$ cat config.mk
export PLATFORM = sky130hd
export DESIGN_NAME = fetch_unit
export DESIGN_NICKNAME = d
export VERILOG_FILES = /design/src/rtl/fetch_unit.sv
export SDC_FILE = /design/constraint.sdc
export NUM_CORES = 1
export LEC_CHECK = 0
export ABC_CLOCK_PERIOD_IN_PS = 3800
export CORE_ASPECT_RATIO = 1.5
export CORE_MARGIN = 5
export CORE_UTILIZATION = 40
export DETAILED_ROUTE_END_ITERATION = 10
export MAX_ROUTING_LAYER = met4
export PLACE_DENSITY = 0.73
export SYNTH_ARGS = -nofsm -noshare
export SYNTH_HDL_FRONTEND = slang
export SYNTH_SLANG_ARGS = --single-unit
$ cat constraint.sdc
create_clock -name clk -period 3.8 [get_ports clk]
set_input_delay 0.76 -clock clk [delete_from_list [all_inputs] [get_ports clk]]
set_output_delay 0.76 -clock clk [all_outputs]
set_load 0.02 [all_outputs]
$ cat src/rtl/fetch_unit.sv
// Instruction fetch stage. It holds the PC, sequences reads from a synchronous
// program memory with MEM_LAT cycles of latency, and latches each word into the IR.
module fetch_unit #(
  parameter int ADDR_W  = 12,
  parameter int DATA_W  = 8,
  parameter int OP_W    = 4,
  parameter int MEM_LAT = 1
) (
  input  logic                     clk,
  input  logic                     reset,
  input  logic                     enable,
  input  logic                     stall,
  input  logic                     load_pc,
  input  logic [ADDR_W-1:0]        pc_in,
  output logic [ADDR_W-1:0]        mem_addr,
  input  logic [DATA_W-1:0]        mem_data,
  output logic [DATA_W-1:0]        program_byte,
  output logic [OP_W-1:0]          inst,
  output logic [DATA_W-OP_W-1:0]   oprnd,
  output logic                     instr_valid,
  output logic [ADDR_W-1:0]        pc
);

  typedef enum logic [1:0] {IDLE, ISSUE, WAIT, CAPTURE} state_t;

  localparam logic [1:0] LAT_M1 = 2'(MEM_LAT - 1);

  state_t            r_state, w_state_nxt;
  logic [1:0]        r_cnt,   w_cnt_nxt;
  logic [ADDR_W-1:0] r_pc,    w_pc_nxt;
  logic [DATA_W-1:0] r_ir,    w_ir_nxt;
  logic              r_vld,   w_vld_nxt;

  always_comb begin
    w_state_nxt = r_state;
    w_cnt_nxt   = r_cnt;
    w_pc_nxt    = r_pc;
    w_ir_nxt    = r_ir;
    w_vld_nxt   = 1'b0;
    if (load_pc) begin
      // A jump drops the in-flight fetch. The IR keeps the last valid instruction.
      w_pc_nxt    = pc_in;
      w_cnt_nxt   = '0;
      w_state_nxt = enable ? ISSUE : IDLE;
    end else if (!stall) begin
      case (r_state)
        IDLE:    if (enable) w_state_nxt = ISSUE;
        ISSUE: begin
          w_cnt_nxt   = LAT_M1;
          w_state_nxt = (MEM_LAT == 1) ? CAPTURE : WAIT;
        end
        WAIT: begin
          w_cnt_nxt = r_cnt - 2'd1;
          if (r_cnt <= 2'd1) w_state_nxt = CAPTURE;
        end
        CAPTURE: begin
          w_ir_nxt    = mem_data;
          w_pc_nxt    = r_pc + 1'b1;
          w_vld_nxt   = 1'b1;
          w_state_nxt = enable ? ISSUE : IDLE;
        end
        default: begin
          w_state_nxt = IDLE;
          w_cnt_nxt   = '0;
        end
      endcase
    end
  end

  always_ff @(posedge clk) begin
    if (reset) begin
      r_state <= IDLE;
      r_cnt   <= '0;
      r_pc    <= '0;
      r_ir    <= '0;
      r_vld   <= 1'b0;
    end else begin
      r_state <= w_state_nxt;
      r_cnt   <= w_cnt_nxt;
      r_pc    <= w_pc_nxt;
      r_ir    <= w_ir_nxt;
      r_vld   <= w_vld_nxt;
    end
  end

  assign mem_addr     = r_pc;
  assign pc           = r_pc;
  assign program_byte = r_ir;
  assign inst         = r_ir[DATA_W-1 -: OP_W];
  assign oprnd        = r_ir[DATA_W-OP_W-1:0];
  assign instr_valid  = r_vld;

endmodule

# Word-level counts from Yosys, hierarchy flattened

Index checks and enable logic that the tools add are counted.

$add $sub $neg: 2
Order comparisons: 1
Eq/ne operators: 6
Multiplexer cells: 11
Bitwise operators: 2
Reductions and logical operators: 9

Operators with widths:

| kind                                                                             | number |
|---|---|
| 12-bit two-way mux                                                               | 3 |
| 12-bit by 1-bit adder with 12-bit output, second input constant                  | 1 |
| 2-bit two-way mux                                                                | 4 |
| 2-bit case mux with 4 select lines                                               | 1 |
| 3-bit != test, second input constant                                             | 2 |
| 3-bit AND reduction                                                              | 2 |
| 2-bit equality test, second input constant                                       | 2 |
| 2-bit case mux with 2 select lines                                               | 1 |
| 2-bit AND reduction                                                              | 2 |
| 2-bit nonzero test                                                               | 2 |
| 3-bit OR reduction                                                               | 1 |
| 2-bit by 1-bit equality test with 1-bit output, second input constant            | 1 |
| 2-bit by 1-bit less-or-equal comparator with 1-bit output, second input constant | 1 |
| 2-bit zero test                                                                  | 1 |
| 1-bit two-way mux                                                                | 2 |
| 2-bit by 1-bit != test with 1-bit output, second input constant                  | 1 |
| 1-bit inverter                                                                   | 2 |
| 2-bit OR reduction                                                               | 1 |
| 2-bit by 1-bit subtractor with 2-bit output, second input constant               | 1 |

Flip-flop bits (word level): 25
Input port bits: 25
Output and inout bits: 41

# Depth between registers and ports, before layout

Depth after elaboration: 5
Depth in mapped cells: 6

# Worst setup path after synthesis

No wires, ideal clock.

Kind: input-to-reg
Start: in load_pc
End: reg r_pc[6] (netlist: mem_addr[6])
Setup time: 76 ps
Arrival time: 1634 ps
Path slack: 2091 ps
Stages: 5
Buffers on the path: 1
Cells stage by stage: buf_2 > nor3b_2 > o21a_1 > a31oi_1 > o22ai_1

Cells in the longest elaborated chain, start to end: 2

RTL lines:

| item                                                                                                   | line | RTL |
|---|---|---|
| start, declared                                                                                        | 13   | `input logic load_pc,` |
| 2-bit by 1-bit != test with 1-bit output (no source line) / 2-bit nonzero test (equally long branches) | -    |  |
| 2-bit AND reduction (no source line)                                                                   | -    |  |
| end signal, assigned                                                                                   | 80   | `r_pc <= w_pc_nxt;` |
| end, declared                                                                                          | 30   | `logic [ADDR_W-1:0] r_pc, w_pc_nxt;` |

Parallel ways exist; a longest one is shown, timed or not.
A chain may end at the register's enable or synchronous reset.

# Final worst setup path

Start: reg r_pc[4] (netlist: mem_addr[4])
End: out pc[4]

RTL lines:

| item          | line | RTL |
|---|---|---|
| end, declared | 21   | `output logic [ADDR_W-1:0] pc` |

No word-level cell between the ends.

==> flow_metrics.tcl <==
set metrics [dict create \
    die-area_um2 5000 \
    tns_ns 0 \
    nNetsFinal 252 \
    path_clk_slew_ns 0.09 \
    dpl.hpwl_mm 2.66 \
    syn_inst 178 \
    crit_path_end_kind "output port" \
    r2r_end "mem_addr[6]" \
    path_max_fanout 7 \
    fillCellCount 349 \
    period_share_pct 56.4 \
    yosysWarnings 0 \
    finalMaxSlewViolations 0 \
    overflow 0 \
    dieHeight_um 84.1 \
    routed_wl_mm 3.37 \
    drt_iter0_markers 18 \
    cp.arrival_ns 1.38 \
    fin_util_pct 56.4 \
    p_sw_mw 0.152 \
    max_freq_mhz 467 \
    reg2reg_from "r_state[1]" \
    ant_nets 0 \
    cp_num_cells 1 \
    cts_root_buf "clkbuf_8" \
    synthDistinctLibCells 35 \
    cts_buffers 3 \
    cp-start-kind "register" \
    placementRows 27 \
    setup_violations 0 \
    seq_area_frac_synth_pct 34.2 \
    ff_latch_area_um2 500 \
    crit_chain "clkdlybuf4s50_1" \
    p_sw_share_pct 27.2 \
    required_ns 3.04 \
    grt_usage_pct 14.1 \
    diodes 0 \
    place_area_um2 1990 \
    drive_gt1_share_pct 6.36 \
    max_slew_margin_pct 63.6 \
    cts.sinks 25 \
    grt_pass1_vias 1280 \
    drt-pass1-iter-count 4 \
    clockBufferDepth 2 \
    synth-seq-cells 25 \
    multi_input_area_um2 737 \
    fin_cells 263 \
    antenna_found_initial 0 \
    postCtsSetupRepairBufs 0 \
    min_path_type "reg2reg" \
    wl_per_cell_um 12.8 \
    start_util_pct 40.5 \
    cap_viol_max_count 0 \
    ctsResizeCount 0 \
    gp_congestion 0.783 \
    via_per_inst 4.96 \
    die_w_um 59.4 \
    cpPeakStageDelay_ns 0.66 \
    synth_area_per_cell_um2 8.23 \
    reg2regPathDepth 5 \
    synth_nets 209 \
    grt_max_degree 27 \
    path_class "reg2out" \
    seqPwrFrac_pct 50.5 \
    syn_to_final_growth_pct 39.2 \
    cp.buffers_inverters 1 \
    num_vias 1305 \
    p_int_mw 0.409 \
    pwr-share-clk_pct 28.9 \
    cts_tree "yes" \
    io_buffers 65 \
    ioPinCount 66 \
    worst_pin_slew_ns 0.544 \
    rsz0062_at_grt "false" \
    clkLatencyLatePin_ns 0.27 \
    ir_drop_mv 0.275 \
    status "completed" \
    ctsHoldBuffers 0 \
    combPwrFrac_pct 20.6 \
    finClkSkew_ns 0.00725 \
    power.leakage_nw 0.710 \
    hold_violations 0 \
    syn-cell-area_um2 1470 \
    grt_pass1_wl_mm 5.50 \
    crit_slowest_cell "clkdlybuf4s50_1" \
    endpoint "pc[4]" \
    power_density_nw_per_um2 275 \
    path_delay_family "buffers and inverters" \
    min_period_ns 2.14 \
    placedCellCount 259 \
    post-route-cell-area_um2 2040 \
    crit_start "mem_addr[4]" \
    htree_levels 1 \
    drc 0 \
    coreArea_um2 3610 \
    rrSetupSlack_ns 2.17 \
]
==> final cells by class <==
cell class	count	share of cell area, %
Clock buffer	3	2.02
Clock inverter	1	0.368
Inverter	9	1.66
Multi-Input combinational cell	115	36.1
Sequential cell	25	24.5
Tap cell	43	2.64
Timing Repair Buffer	67	32.6
==> routing by layer <==
| metal | wire length (um) | track usage [%] | share of wire (%) | vias up |
|---|---|---|---|---|
| met3 | 145 | 1.70 | 4.3 | 6 |
| li1 | - | - | - | 677 |
| met4 | 59 | 4.95 | 1.8 | 0 |
| met2 | 1880 | 26.8 | 56 | 27 |
| met5 | 0 | - | 0 | - |
| met1 | 1280 | 13.8 | 38 | 595 |
==> metrics by stage <==
step / hold slack, ns / worst slack (ns) / power [mW]
after floorplan: 0.504 / 2.09 / 0.354
after global placement: 0.486 / 1.43 / 0.405
after detailed placement: 0.495 / 1.35 / 0.406
after CTS: 0.508 / 1.64 / 0.566
after global routing: 0.538 / 1.50 / 0.589
final: 0.503 / 1.66 / 0.561
==> worst min path at each step <==
stage | start | to | slack [ns] | depth (start not counted)
after floorplan | r_cnt[1] | r_cnt[1] | 0.50 | 2
after global placement | program_byte[5] | program_byte[5] | 0.49 | 2
after detailed placement | program_byte[6] | program_byte[6] | 0.49 | 2
after CTS | program_byte[6] | program_byte[6] | 0.51 | 2
after global routing | program_byte[6] | program_byte[6] | 0.54 | 2
final | program_byte[4] | program_byte[4] | 0.50 | 2
==> cell usage in the layout (no fill, tap or decap), drive strengths merged, types with 7 or more instances in the layout <==
cell           instances
a21oi                 15
clkdlybuf4s50         65
dfxtp                 25
inv                    9
nand2                 19
nor2                   7
nor3                   7
o21ai                 12
xnor2                  8
==> flip-flops by register name, indices dropped and copies added, names as in the netlist <==
name and flops:
mem_addr 12, r_state 2, instr_valid 1, r_cnt 2
program_byte 8
==> worst min-delay path: stages, from the launching register on <==
cell and delay (ns):
dfxtp_1 0.33, o21ai_0 0.07, a21oi_1 0.06
==> power by group through the flow <==
stage	registers [mW]	clock network, mW	logic (mW)
6_report	0.283	0.162	0.116
3_5_place_dp	0.290	0	0.117
3_3_place_gp	0.289	0	0.116
2_1_floorplan	0.296	0	0.0572
4_1_cts	0.284	0.166	0.117
5_1_grt	0.285	0.178	0.125
==> cell families (layout without fill, tap and decap cells) <==
group	after synthesis	after routing	synth area share (%)
multiplexers	2	2	1.45
XOR/XNOR	8	8	4.78
AND/OR/NAND/NOR	54	54	21.3
buffers and inverters	38	80	15.5
AO/OA/AOI/OAI	45	45	17.6
flip-flops	25	25	34.2
adder cells (fa/ha/maj)	6	6	5.12
==> synth_stat cells, drive strengths merged <==
master | instances | area [um2]
o21ai | 12 | 60.1
inv | 9 | 33.8
dfxtp | 25 | 500
o22ai | 5 | 31.3
nand3 | 5 | 30.0
a21oi | 15 | 75.1
nor2 | 7 | 26.3
nand2 | 19 | 71.3
buf | 23 | 171
mux2i | 1 | 10.0
a31oi | 6 | 37.5
or3 | 2 | 12.5
o21a | 2 | 15.0
a311oi | 1 | 8.76
o21bai | 2 | 15.0
nand2b | 3 | 26.3
xnor2 | 8 | 70.1
nand4 | 1 | 12.5
clkbuf | 6 | 22.5
mux2 | 1 | 11.3
nor3 | 7 | 40.0
ha | 6 | 75.1
nor3b | 2 | 20.0
and2 | 4 | 25.0
nor4 | 2 | 33.8
a211oi | 2 | 15.0
nand3b | 2 | 15.0
Note: power is estimated with default switching activity, not from simulation.
